<file path="src/rtl/timer_pkg.sv">
// Shared register map and per-channel types for the MMIO timer bank.
package timer_pkg;
    localparam logic [3:0]  OFF_RELOAD  = 4'h0;
    localparam logic [3:0]  OFF_COUNT   = 4'h4;
    localparam logic [3:0]  OFF_CTRL    = 4'h8;
    localparam logic [3:0]  OFF_STATUS  = 4'hC;
    localparam logic [31:0] CH_STRIDE   = 32'h10;
    localparam logic [31:0] IRQ_SUM_OFF = 32'h80;

    localparam int CTRL_EN        = 0;
    localparam int CTRL_IRQ_EN    = 1;
    localparam int CTRL_ONESHOT   = 2;
    localparam int CTRL_PRESC_LSB = 16;

    typedef struct packed {
        logic reload;
        logic count;
        logic ctrl;
        logic status;
    } chan_wr_t;

    // presc is carried zero-extended to 16 bits whatever PRESC_W is
    typedef struct packed {
        logic [31:0] reload;
        logic [31:0] count;
        logic [15:0] presc;
        logic        oneshot;
        logic        irq_en;
        logic        enable;
        logic        pending;
    } chan_regs_t;

    function automatic logic [31:0] ctrl_word(input chan_regs_t r);
        logic [31:0] w;
        w = '0;
        w[CTRL_EN]      = r.enable;
        w[CTRL_IRQ_EN]  = r.irq_en;
        w[CTRL_ONESHOT] = r.oneshot;
        w[31:16]        = r.presc;
        return w;
    endfunction
endpackage

</file>
<file path="src/rtl/timer_channel.sv">
// One timer channel: RELOAD/COUNT/CTRL/STATUS registers, prescaler and overflow.
module timer_channel
    import timer_pkg::*;
#(
    parameter int PRESC_W = 16
) (
    input  logic        clk,
    input  logic        reset,
    input  chan_wr_t    we,
    input  logic [31:0] wdata,
    output chan_regs_t  regs
);
    logic [31:0]        reload;
    logic [31:0]        count;
    logic               enable;
    logic               irq_en;
    logic               oneshot;
    logic               pending;
    logic [PRESC_W-1:0] presc;
    logic [PRESC_W-1:0] psc;
    logic               tick;
    logic               ovf;

    assign tick = enable && (psc == presc);
    assign ovf  = tick && (count == 32'hFFFF_FFFF);

    always_ff @(posedge clk or negedge reset) begin
        if (!reset) begin
            reload  <= '0;
            count   <= '0;
            enable  <= 1'b0;
            irq_en  <= 1'b0;
            oneshot <= 1'b0;
            presc   <= '0;
            psc     <= '0;
            pending <= 1'b0;
        end else begin
            if (we.reload)
                reload <= wdata;

            // CPU write beats the tick for the register it targets
            if (we.count)
                count <= wdata;
            else if (ovf)
                count <= reload;
            else if (tick)
                count <= count + 32'd1;

            if (we.ctrl) begin
                enable  <= wdata[CTRL_EN];
                irq_en  <= wdata[CTRL_IRQ_EN];
                oneshot <= wdata[CTRL_ONESHOT];
                presc   <= wdata[CTRL_PRESC_LSB +: PRESC_W];
                psc     <= '0;
            end else begin
                if (ovf && oneshot)
                    enable <= 1'b0;
                if (enable)
                    psc <= tick ? '0 : psc + 1'b1;
            end

            // overflow set has priority over write-1-clear
            if (ovf)
                pending <= 1'b1;
            else if (we.status && wdata[0])
                pending <= 1'b0;
        end
    end

    always_comb begin
        regs         = '0;
        regs.reload  = reload;
        regs.count   = count;
        regs.presc   = 16'(presc);
        regs.oneshot = oneshot;
        regs.irq_en  = irq_en;
        regs.enable  = enable;
        regs.pending = pending;
    end
endmodule

</file>
<file path="src/rtl/mmio_timer_bank.sv">
// Bank of N_TIMERS memory-mapped timers: address decode, read mux, interrupt fan-in.
module mmio_timer_bank
    import timer_pkg::*;
#(
    parameter int          N_TIMERS  = 4,
    parameter logic [31:0] BASE_ADDR = 32'h4000_0100,
    parameter int          PRESC_W   = 16
) (
    input  logic                clk,
    input  logic                reset,
    input  logic                rd,
    input  logic                wr,
    input  logic [31:0]         addr,
    input  logic [31:0]         wdata,
    output logic [31:0]         rdata,
    output logic [N_TIMERS-1:0] irq_vec,
    output logic                irqout
);
    logic [31:0]         off;
    logic                ch_hit;
    logic                sum_hit;
    logic [2:0]          idx;
    logic [3:0]          reg_off;
    logic [N_TIMERS-1:0] pend;
    chan_regs_t          regs [N_TIMERS];

    // addresses below BASE_ADDR wrap to a huge offset and miss every window
    assign off     = addr - BASE_ADDR;
    assign ch_hit  = (off < 32'(N_TIMERS) * CH_STRIDE) && (off[1:0] == 2'b00);
    assign sum_hit = (off == IRQ_SUM_OFF);
    assign idx     = off[6:4];
    assign reg_off = off[3:0];

    for (genvar k = 0; k < N_TIMERS; k++) begin : g_ch
        chan_wr_t we;
        logic     sel;

        assign sel       = wr && ch_hit && (idx == 3'(k));
        assign we.reload = sel && (reg_off == OFF_RELOAD);
        assign we.count  = sel && (reg_off == OFF_COUNT);
        assign we.ctrl   = sel && (reg_off == OFF_CTRL);
        assign we.status = sel && (reg_off == OFF_STATUS);

        timer_channel #(.PRESC_W(PRESC_W)) u_ch (
            .clk   (clk),
            .reset (reset),
            .we    (we),
            .wdata (wdata),
            .regs  (regs[k])
        );

        assign pend[k]    = regs[k].pending;
        assign irq_vec[k] = regs[k].pending & regs[k].irq_en;
    end

    assign irqout = |irq_vec;

    always_comb begin
        rdata = '0;
        if (rd) begin
            if (sum_hit) begin
                rdata = 32'(pend);
            end else if (ch_hit) begin
                for (int k = 0; k < N_TIMERS; k++) begin
                    if (idx == 3'(k)) begin
                        case (reg_off)
                            OFF_RELOAD: rdata = regs[k].reload;
                            OFF_COUNT:  rdata = regs[k].count;
                            OFF_CTRL:   rdata = ctrl_word(regs[k]);
                            OFF_STATUS: rdata = {31'b0, regs[k].pending};
                            default:    rdata = '0;
                        endcase
                    end
                end
            end
        end
    end
endmodule
</file>
<file path="config.mk">
export PLATFORM = sky130hd
export DESIGN_NAME = mmio_timer_bank
export DESIGN_NICKNAME = d
export VERILOG_FILES = /design/src/rtl/timer_pkg.sv /design/src/rtl/timer_channel.sv /design/src/rtl/mmio_timer_bank.sv
export SDC_FILE = /design/constraint.sdc
export NUM_CORES = 1
export LEC_CHECK = 0
export CAP_MARGIN = 10
export CORE_MARGIN = 2
export CORE_UTILIZATION = 45
export DETAILED_ROUTE_END_ITERATION = 6
export RECOVER_POWER = 100
export SLEW_MARGIN = 20
export SYNTH_ARGS = -nofsm -noshare
export SYNTH_HDL_FRONTEND = slang
export SYNTH_SLANG_ARGS = --single-unit
</file>
<file path="constraint.sdc">
create_clock -name clk -period 2.4 [get_ports clk]
set_input_delay 0.36 -clock clk [delete_from_list [all_inputs] [get_ports clk]]
set_output_delay 0.36 -clock clk [all_outputs]
set_load 0.05 [all_outputs]
</file>
## Yosys cells after proc, flatten, opt, wreduce, memory -nomap -nowiden

Cells that the tools add are included.

- Add/subtract/negate cells: 9
- Magnitude comparators: 1
- Eq/ne operators: 15
- Mux-type cells: 51
- Bitwise logic cells: 4
- Reduce and logical (&&, ||, !) cells: 58

Operator list:

| operator | count |
|---|---|
| 32-bit 2-to-1 mux | 19 |
| 32-bit case mux with 4 select lines | 4 |
| 16-bit 2-to-1 mux | 12 |
| 32-bit by 1-bit adder with 32-bit output (second input constant) | 4 |
| 32-bit equality test (second input constant) | 4 |
| 16-bit by 1-bit adder with 16-bit output (second input constant) | 4 |
| 16-bit equality test | 4 |
| 1-bit logical AND | 38 |
| 32-bit by 8-bit equality test with 1-bit output (second input constant) | 1 |
| 32-bit by 7-bit < comparator with 1-bit output (second input constant) | 1 |
| 32-bit by 31-bit subtractor with 32-bit output (second input constant) | 1 |
| 2-bit nonzero test | 12 |
| 1-bit 2-to-1 mux | 16 |
| 3-bit nonzero test | 4 |
| 4-bit equality test (second input constant) | 2 |
| 3-bit by 2-bit equality test with 1-bit output (second input constant) | 2 |
| 1-bit AND | 4 |
| 4-bit by 3-bit equality test with 1-bit output (second input constant) | 1 |
| 4-bit zero test | 1 |
| 4-bit OR reduction | 1 |
| 3-bit by 1-bit equality test with 1-bit output (second input constant) | 1 |
| 3-bit zero test | 1 |
| 2-bit zero test | 1 |

- Register bits: 400
- Input bits: 68
- Output and inout port bits: 37

## Depth between registers and ports, before layout

Gate-level depths: netlist of run 1.

- Depth after elaboration: 10
- Depth in mapped cells: 10
- Gate-level depth less buffers: 7

## Modules after synthesis

Synthesis of run 1 repeated with hierarchy kept, for this count alone.

- Cells, all modules: 2736
- Area total of the unflattened synthesis: 25364.3 um^2

Modules (own cells, without submodules):

| module | times used | cells an instance | area each (um^2) | seq. area each (um^2) |
|---|---|---|---|---|
| timer_channel | 4 | 557 | 5464.0 | 2502.4 |
| mmio_timer_bank | 1 | 508 | 3508.4 | 0.0 |

## Worst setup path after synthesis of run 1

No wires, ideal clock.

- Path kind: in2out
- From: input port addr[1]
- To: output port rdata[2]
- Arrival time: 3.492 ns
- Data required time: 2.040 ns
- Setup slack: -1.452 ns
- Cell stages on the path: 8
- Path buffers: 4
- Path through: clkbuf_1 nor3_2 and2_1 buf_2 clkbuf_1 buf_1 a21oi_1 o41ai_1

- Longest elaborated chain between the ends: 10
- Elaborated cells on any way between the ends: 24
- Classes of those cells: 1 x add/sub; 1 x order compare; 7 x eq/ne; 11 x mux; 4 x reduce/logical

Ends and longest elaborated chain:

| element | RTL line | RTL |
|---|---|---|
| start: declaration | mmio_timer_bank.sv:13 | `input logic [31:0] addr,` |
| 32-bit by 31-bit subtractor with 32-bit output (*) | mmio_timer_bank.sv:28 | `assign off = addr - BASE_ADDR;` |
| branches (longest 7 deep; another with 32-bit by 7-bit < comparator with 1-bit output) | -- |  |
| 32-bit 2-to-1 mux (*) | mmio_timer_bank.sv:61 | `if (sum_hit) begin` |
| 32-bit 2-to-1 mux (*) | mmio_timer_bank.sv:60 | `if (rd) begin` |
| end: declaration | mmio_timer_bank.sv:15 | `output logic [31:0] rdata,` |

Every way passes the cells marked *.

## Worst setup path after layout of run 1

- From: register g_ch[0].u_ch.count[3]
- To: output port rdata[3]

- Longest elaborated chain between the ends: 8

Ends and longest elaborated chain:

| element | RTL line | RTL |
|---|---|---|
| start: declaration | timer_channel.sv:14 | `logic [31:0] count;` |
| start signal: assignment | timer_channel.sv:43 | `count <= wdata;` |
| start signal: assignment | timer_channel.sv:45 | `count <= reload;` |
| start signal: assignment | timer_channel.sv:47 | `count <= count + 32'd1;` |
| 32-bit case mux with 4 select lines | mmio_timer_bank.sv:66 | `case (reg_off)` |
| 32-bit 2-to-1 mux (4 in series) | mmio_timer_bank.sv:65 | `if (idx == 3'(k)) begin` |
| 32-bit 2-to-1 mux | mmio_timer_bank.sv:63 | `end else if (ch_hit) begin` |
| 32-bit 2-to-1 mux | mmio_timer_bank.sv:61 |  |
| 32-bit 2-to-1 mux | mmio_timer_bank.sv:60 |  |

Every way passes these cells.

==> out/qor.csv, run 1 <==
metric,value,unit
status,"finished, violations left",
failing checks,negative setup slack,
Final HPWL DP,79400,um
CP arrival,2390,ps
CP Max Fanout,2,
Worst Reg2Reg Path Length in Cells,8,
Startpoint Class,flip-flop,
transition time of the tightest slew-check pin,1280,ps
initial DRC count,2457,
Num CTS Buffers,48,
Final Hold Viols,0,
"CTS clk-pin slew, worst paths",60,ps
clock sinks,400,
Final Setup Violations,192,
DR WL/cell,28.1,um
final wirelength,109000,um
hold depth,5,
clock skew,29.9,ps
Post-synth EDFFs,0,
Mapped Nets,2706,
Slowest Stage Delay on Critical Path,460,ps
Yosys reg bits,400,
vias in the first global route,24500,
Hold Path Class,primary input to flip-flop,
fmax,363,MHz
Placed Area,30000,um^2
Unique masters post-synth,80,
ys flop type,dfrtp_1,
crit path max-delay cell type,mux4_2,
Initial Util,45.3,%
most frequent cells in the layout,"buf_4 (407), dfrtp_1 (393), nand2_1 (250), mux2_2 (192), nor2_1 (172)",
IO buf count,104,
I/O Pins,105,
Die W,236,um
htree depth,2,
largest net degree at the start of global routing,64,
sequential-to-total area share from yosys stat,41.3,%
Worst-Skew Late Latency,620,ps
PwrDens,467,nW/um^2
Post-Syn Area,24200,um^2
critical path class,flip-flop to primary output,
period utilization,115,%
"Data required, critical path",2040,ps
WHS,416,ps
routability cong.,1.01,
CTS tree,yes,
Nets,3228,
"most common cell after layout, fill and taps aside",buf_4,
final slew viol count,0,
Setup Total Neg Slack,-12600,ps
fin area,33800,um^2
clk root buf,clkbuf_16,
Slew HR,14.8,%
row count,85,
Die Y-Extent,236,um
final core area utilization,63.2,%
initial antenna violation count,6,
area grow syn2layout,39.6,%
core area,53500,um^2
YS warnings,0,
drc violations,0,
CTS Buffer Depth,3,
worst hold path startpoint,addr[3],
Crit. End Element,primary output,
CP startpoint,g_ch[0].u_ch.count[3],
r2r startpoint,g_ch[0].u_ch.count[1],
via/cell ratio,6.39,
post-placement worst setup slack,-1030,ps
GR Overflow Total,0,
DR pass1 iterations,6,
crit-path cells,buf_6 > mux4_2 > nand2_2 > o31a_1 > o22ai_1 > a32o_2 > buf_8,
post-synthesis cell count,2630,
setup slack after layout,-354,ps
peak supply drop,0.000522,V
asr flop ratio synth,100,%
die area,55700,um^2
first-pass GRT wire length,161000,um
Avg Synthesized Cell Area,9.21,um^2
share of post-route cells with drive strength above 1,35.8,%
total track usage,38.6,%
post-route minimum period,2750,ps
Max-Cap Viols,0,
Fillers,4476,
post-route ant nets,0,
unrepaired setup endpoints after global routing,true,
Leakage,14.9,nW
Vias,24800,
[final timing paths]
kind / slack [ps] / to
max: -350 / rdata[3]
min: 420 / g_ch[0].u_ch.pending
max reg2reg: -130 / g_ch[0].u_ch.count[3]
min reg2reg: 500 / g_ch[1].u_ch.reload[0]
max in group asynchronous: 160 / g_ch[1].u_ch.reload[16]
min in group asynchronous: 570 / g_ch[0].u_ch.psc[3]
[metrics by stage]
step,cells,power (mW)
4_1_cts,3866,15.8
2_1_floorplan,2630,7.20
3_5_place_dp,3723,7.95
6_report,3888,15.8
3_3_place_gp,3723,7.94
5_1_grt,3885,16.1
[state kept, by name, indices dropped and copies added (netlist names)]
signal and count:
g_ch.u_ch.psc 64, g_ch.u_ch.presc 64, g_ch.u_ch.pending 4, g_ch.u_ch.irq_en 4, g_ch.u_ch.oneshot 4, g_ch.u_ch.enable 4
g_ch.u_ch.reload 128, g_ch.u_ch.count 128
[worst max-delay path, delay by kind of cell (launching register included)]
family	cells	cell delay, ps
AO/OA/AOI/OAI	3	540
AND/OR/NAND/NOR	1	70
multiplexers	1	460
buffers and inverters	2	310
flip-flops	1	400
[kinds of logic after synthesis]
group	Yosys count	share of synthesized area [%]
simple gates	916	18.9
flops	400	41.3
fa+ha+maj	8	0.413
compound gates	641	17.7
mux	287	13.1
xor+xnor	124	4.48
buf+inv	254	4.17
[layer usage]
metal | vias up | part of all wire [%] | track usage [%]
li1 | 10800 | - | -
met1 | 12400 | 40 | 51.0
met2 | 1305 | 45 | 60.0
met3 | 311 | 10 | 9.55
met4 | 0 | 5.4 | 17.4
met5 | - | 0 | 0
[cell type report]
type | count | area, um^2 | area share (%)
multi-input cells | 1978 | 14900 | 43.9
flip-flops and latches | 400 | 10000 | 29.6
repair buffers | 654 | 6170 | 18.2
clock buffers | 65 | 1370 | 4.04
well taps | 696 | 871 | 2.57
clock inverters | 22 | 269 | 0.795
inverters | 70 | 263 | 0.777
diodes | 3 | 7.51 | 0.0222
[cells in the mapped netlist (9+ instances only)]
library cell / instances / area share [%]
and4_1: 23 / 0.83
a211oi_1: 39 / 1.2
nor3_1: 50 / 1.0
nand2b_1: 9 / 0.23
nand2_1: 258 / 4.0
a31oi_1: 29 / 0.75
xor2_1: 48 / 1.7
clkbuf_1: 144 / 2.2
nand4_1: 80 / 2.1
dfrtp_1: 400 / 41
nand3_1: 105 / 2.2
a21oi_1: 120 / 2.5
o31ai_1: 13 / 0.40
mux2i_1: 83 / 3.4
and2_1: 26 / 0.67
nor2_1: 202 / 3.1
o22ai_1: 33 / 0.85
xnor2_1: 76 / 2.7
o21ai_0: 158 / 3.3
buf_1: 9 / 0.14
a221oi_1: 34 / 1.2
o2bb2ai_1: 17 / 0.61
a2bb2oi_1: 10 / 0.36
nor4_1: 44 / 1.1
buf_2: 26 / 0.54
a22oi_1: 26 / 0.81
a21o_1: 19 / 0.59
mux2_2: 199 / 9.3
o32a_1: 17 / 0.70
o22a_1: 11 / 0.40
a22o_1: 12 / 0.43
a221o_1: 16 / 0.66
o21ai_1: 13 / 0.27
and3_1: 55 / 1.4
inv_1: 69 / 1.1
o211ai_1: 9 / 0.28
or2_2: 12 / 0.31
[where the power goes]
part / leakage (nW) / switching [mW] / internal [mW]
sequential: 4.96 / 0.000225 / 6.74
combinational: 9.15 / 0.807 / 0.449
clock: 0.802 / 3.26 / 4.53
[timing repair]
action | 4_1_cts | 5_1_grt
pin swaps | 108 | 86
gates cloned | 12 | 1
hold buffers | 1 | 0
gates resized for setup | 337 | 167
hold endpoints to repair | 40 | 0
endpoints found under the setup margin | 260 | 109
setup buffers | 50 | 20
No activity file was read; power rests on OpenSTA's default activity.
==> run 2, diff against run 1 <==
--- a/config.mk
+++ b/config.mk
@@ -9,6 +9,7 @@
 export CORE_MARGIN = 2
 export CORE_UTILIZATION = 45
 export DETAILED_ROUTE_END_ITERATION = 6
+export GPL_TIMING_DRIVEN = 0
 export RECOVER_POWER = 100
 export SLEW_MARGIN = 20
 export SYNTH_ARGS = -nofsm -noshare
==> run 2 against run 1 <==
  * The run still ends with negative setup slack left
  * Sequential share of layout area is 1.3 points higher
  * Sequential power hardly changed
  * Combinational power hardly changed
  * Clock-buffer cell count is 5 higher
  * Routed wire length is 2.5% higher
  * Register-to-register slack worse by 70 ps
  * Die area stayed put
  * First-iteration DRC count is 23% higher
  * Critical path depth is 1 lower
==> out/qor.csv, run 2 (same netlist as run 1, synthesis figures left out) <==
metric,value,unit
critical path class,flip-flop to primary output,
Vias,24500,
largest net degree at the start of global routing,97,
post-route ant nets,0,
crit-path cells,mux4_2 > nand2_1 > o31a_1 > o22ai_1 > a32o_2 > buf_6,
PwrDens,477,nW/um^2
drc violations,0,
die area,55700,um^2
via/cell ratio,6.72,
initial antenna violation count,9,
Worst Reg2Reg Path Length in Cells,7,
post-placement worst setup slack,-2570,ps
Int Power,11.5,mW
fmax,362,MHz
status,"finished, violations left",
clock skew,19.9,ps
WHS Endpoint,g_ch[0].u_ch.pending,
failing checks,negative setup slack,
Final Hold Viols,0,
largest registers,"g_ch.u_ch.count: 128 flops, g_ch.u_ch.reload: 128 flops",
Die W,236,um
htree depth,2,
Initial Util,45.3,%
I/O Pins,105,
routability cong.,1.08,
clock power share,48.3,%
post-route minimum period,2760,ps
most frequent cells in the layout,"dfrtp_1 (365), nand2_1 (247), mux2_2 (196), nor2_1 (156), a21oi_1 (107)",
final slew viol count,0,
setup slack after layout,-360,ps
"setup slack, reg-to-reg",-200,ps
CP Max Fanout,3,
Leakage,13.8,nW
"most common cell after layout, fill and taps aside",dfrtp_1,
"Cell Count, Final, Fillers Out",3649,
IO buf count,101,
clk root buf,clkbuf_16,
CTS Buffer Depth,3,
Nets,2987,
Final HPWL DP,78700,um
period utilization,115,%
transition time of the tightest slew-check pin,1290,ps
DP Cell Count,3433,
initial DRC count,3030,
total track usage,39.2,%
share of post-route cells with drive strength above 1,34.6,%
Net Sw Power,4.00,mW
first-pass GRT wire length,161000,um
Hold Path Class,primary input to flip-flop,
sequential power share,43.5,%
clock sinks,400,
CTS tree,yes,
Worst-Skew Late Latency,610,ps
Combinational Power Share,8.2,%
Placed Area,26800,um^2
crit path max-delay cell type,mux4_2,
DR WL/cell,30.7,um
DR pass1 iterations,6,
WHS,473,ps
"Data required, critical path",2040,ps
r2r startpoint,g_ch[0].u_ch.count[17],
worst hold path startpoint,addr[5],
sw frac,25.8,%
Die Y-Extent,236,um
vias in the first global route,23300,
Num CTS Buffers,48,
Max-Cap Viols,0,
hold depth,4,
Startpoint Class,flip-flop,
unrepaired setup endpoints after global routing,true,
area grow syn2layout,34.1,%
core area,53500,um^2
Crit. End Element,primary output,
CP arrival,2400,ps
GR Overflow Total,0,
Reg-to-Reg End,g_ch[0].u_ch.count[3],
final wirelength,112000,um
row count,85,
"CTS clk-pin slew, worst paths",60,ps
Slew HR,13.7,%
Slowest Stage Delay on Critical Path,490,ps
Final Setup Violations,243,
fin area,32500,um^2
Design Power,15.5,mW
peak supply drop,0.000480,V
-- run 2: routing by layer --
layer,wire length [um],track usage (%),vias to the layer above,part of all wire (%)
li1,-,-,10300,-
met1,42800,52.0,12200,38
met2,48000,58.6,1585,43
met3,13200,9.51,359,12
met4,7830,22.0,4,7.0
met5,32,0,-,0.029
-- run 2: worst max-delay path by stage --
stage                                 from                  end  slack [ps]  cells past startpoint
floorplan                         addr[10]             rdata[2]        -150                      6
global placement                     reset  g_ch[3].u_ch.psc[6]      -17530                      1
detailed placement                 addr[2]             rdata[5]       -2570                      9
CTS                                addr[8]             rdata[2]        -400                      8
global route         g_ch[0].u_ch.count[3]             rdata[3]        -360                      6
finish              g_ch[0].u_ch.reload[3]             rdata[3]        -360                      6
-- run 2: cell type report --
cell class | count | area, um^2
Sequential cell | 400 | 10100
Antenna cell | 5 | 12.5
Multi-Input combinational cell | 1977 | 15800
Fill cell | 4559 | 21000
Timing Repair Buffer | 255 | 2540
Tap cell | 696 | 871
Buffer | 159 | 1330
Clock inverter | 17 | 149
Clock buffer | 70 | 1450
Inverter | 70 | 268
-- run 2: worst max-delay path: cells and delay by family, from the launching register on --
kind	cells	cell delay, ps
flip-flops	1	440
multiplexers	1	490
buffers and inverters	1	170
AND/OR/NAND/NOR	1	80
AO/OA/AOI/OAI	3	630
-- run 2: power groups by stage --
| stage | Clock, mW | Sequential (mW) | Combinational, mW |
|---|---|---|---|
| floorplan | 0 | 6.87 | 0.326 |
| global placement | 0 | 6.88 | 0.982 |
| detailed placement | 0 | 6.87 | 1.00 |
| CTS | 7.54 | 6.75 | 1.21 |
| global route | 7.81 | 6.74 | 1.30 |
| finish | 7.49 | 6.75 | 1.28 |
-- run 2: through the flow --
step	util [%]	TNS, ps
after CTS	58.6	-8550
after global placement	49.7	-7584260
after floorplan	-	-2080
after global routing	60.7	-61560
after detailed placement	50.0	-582150
final	60.7	-22810
-- run 2: repair_timing --
item | CTS | global route
hold buffers | 1 | 0
gates resized for setup | 875 | 279
gates cloned | 8 | 2
pin swaps | 100 | 106
buffers inserted | 89 | 51
endpoints found under the hold margin | 78 | 0
endpoints found under the setup margin | 434 | 345
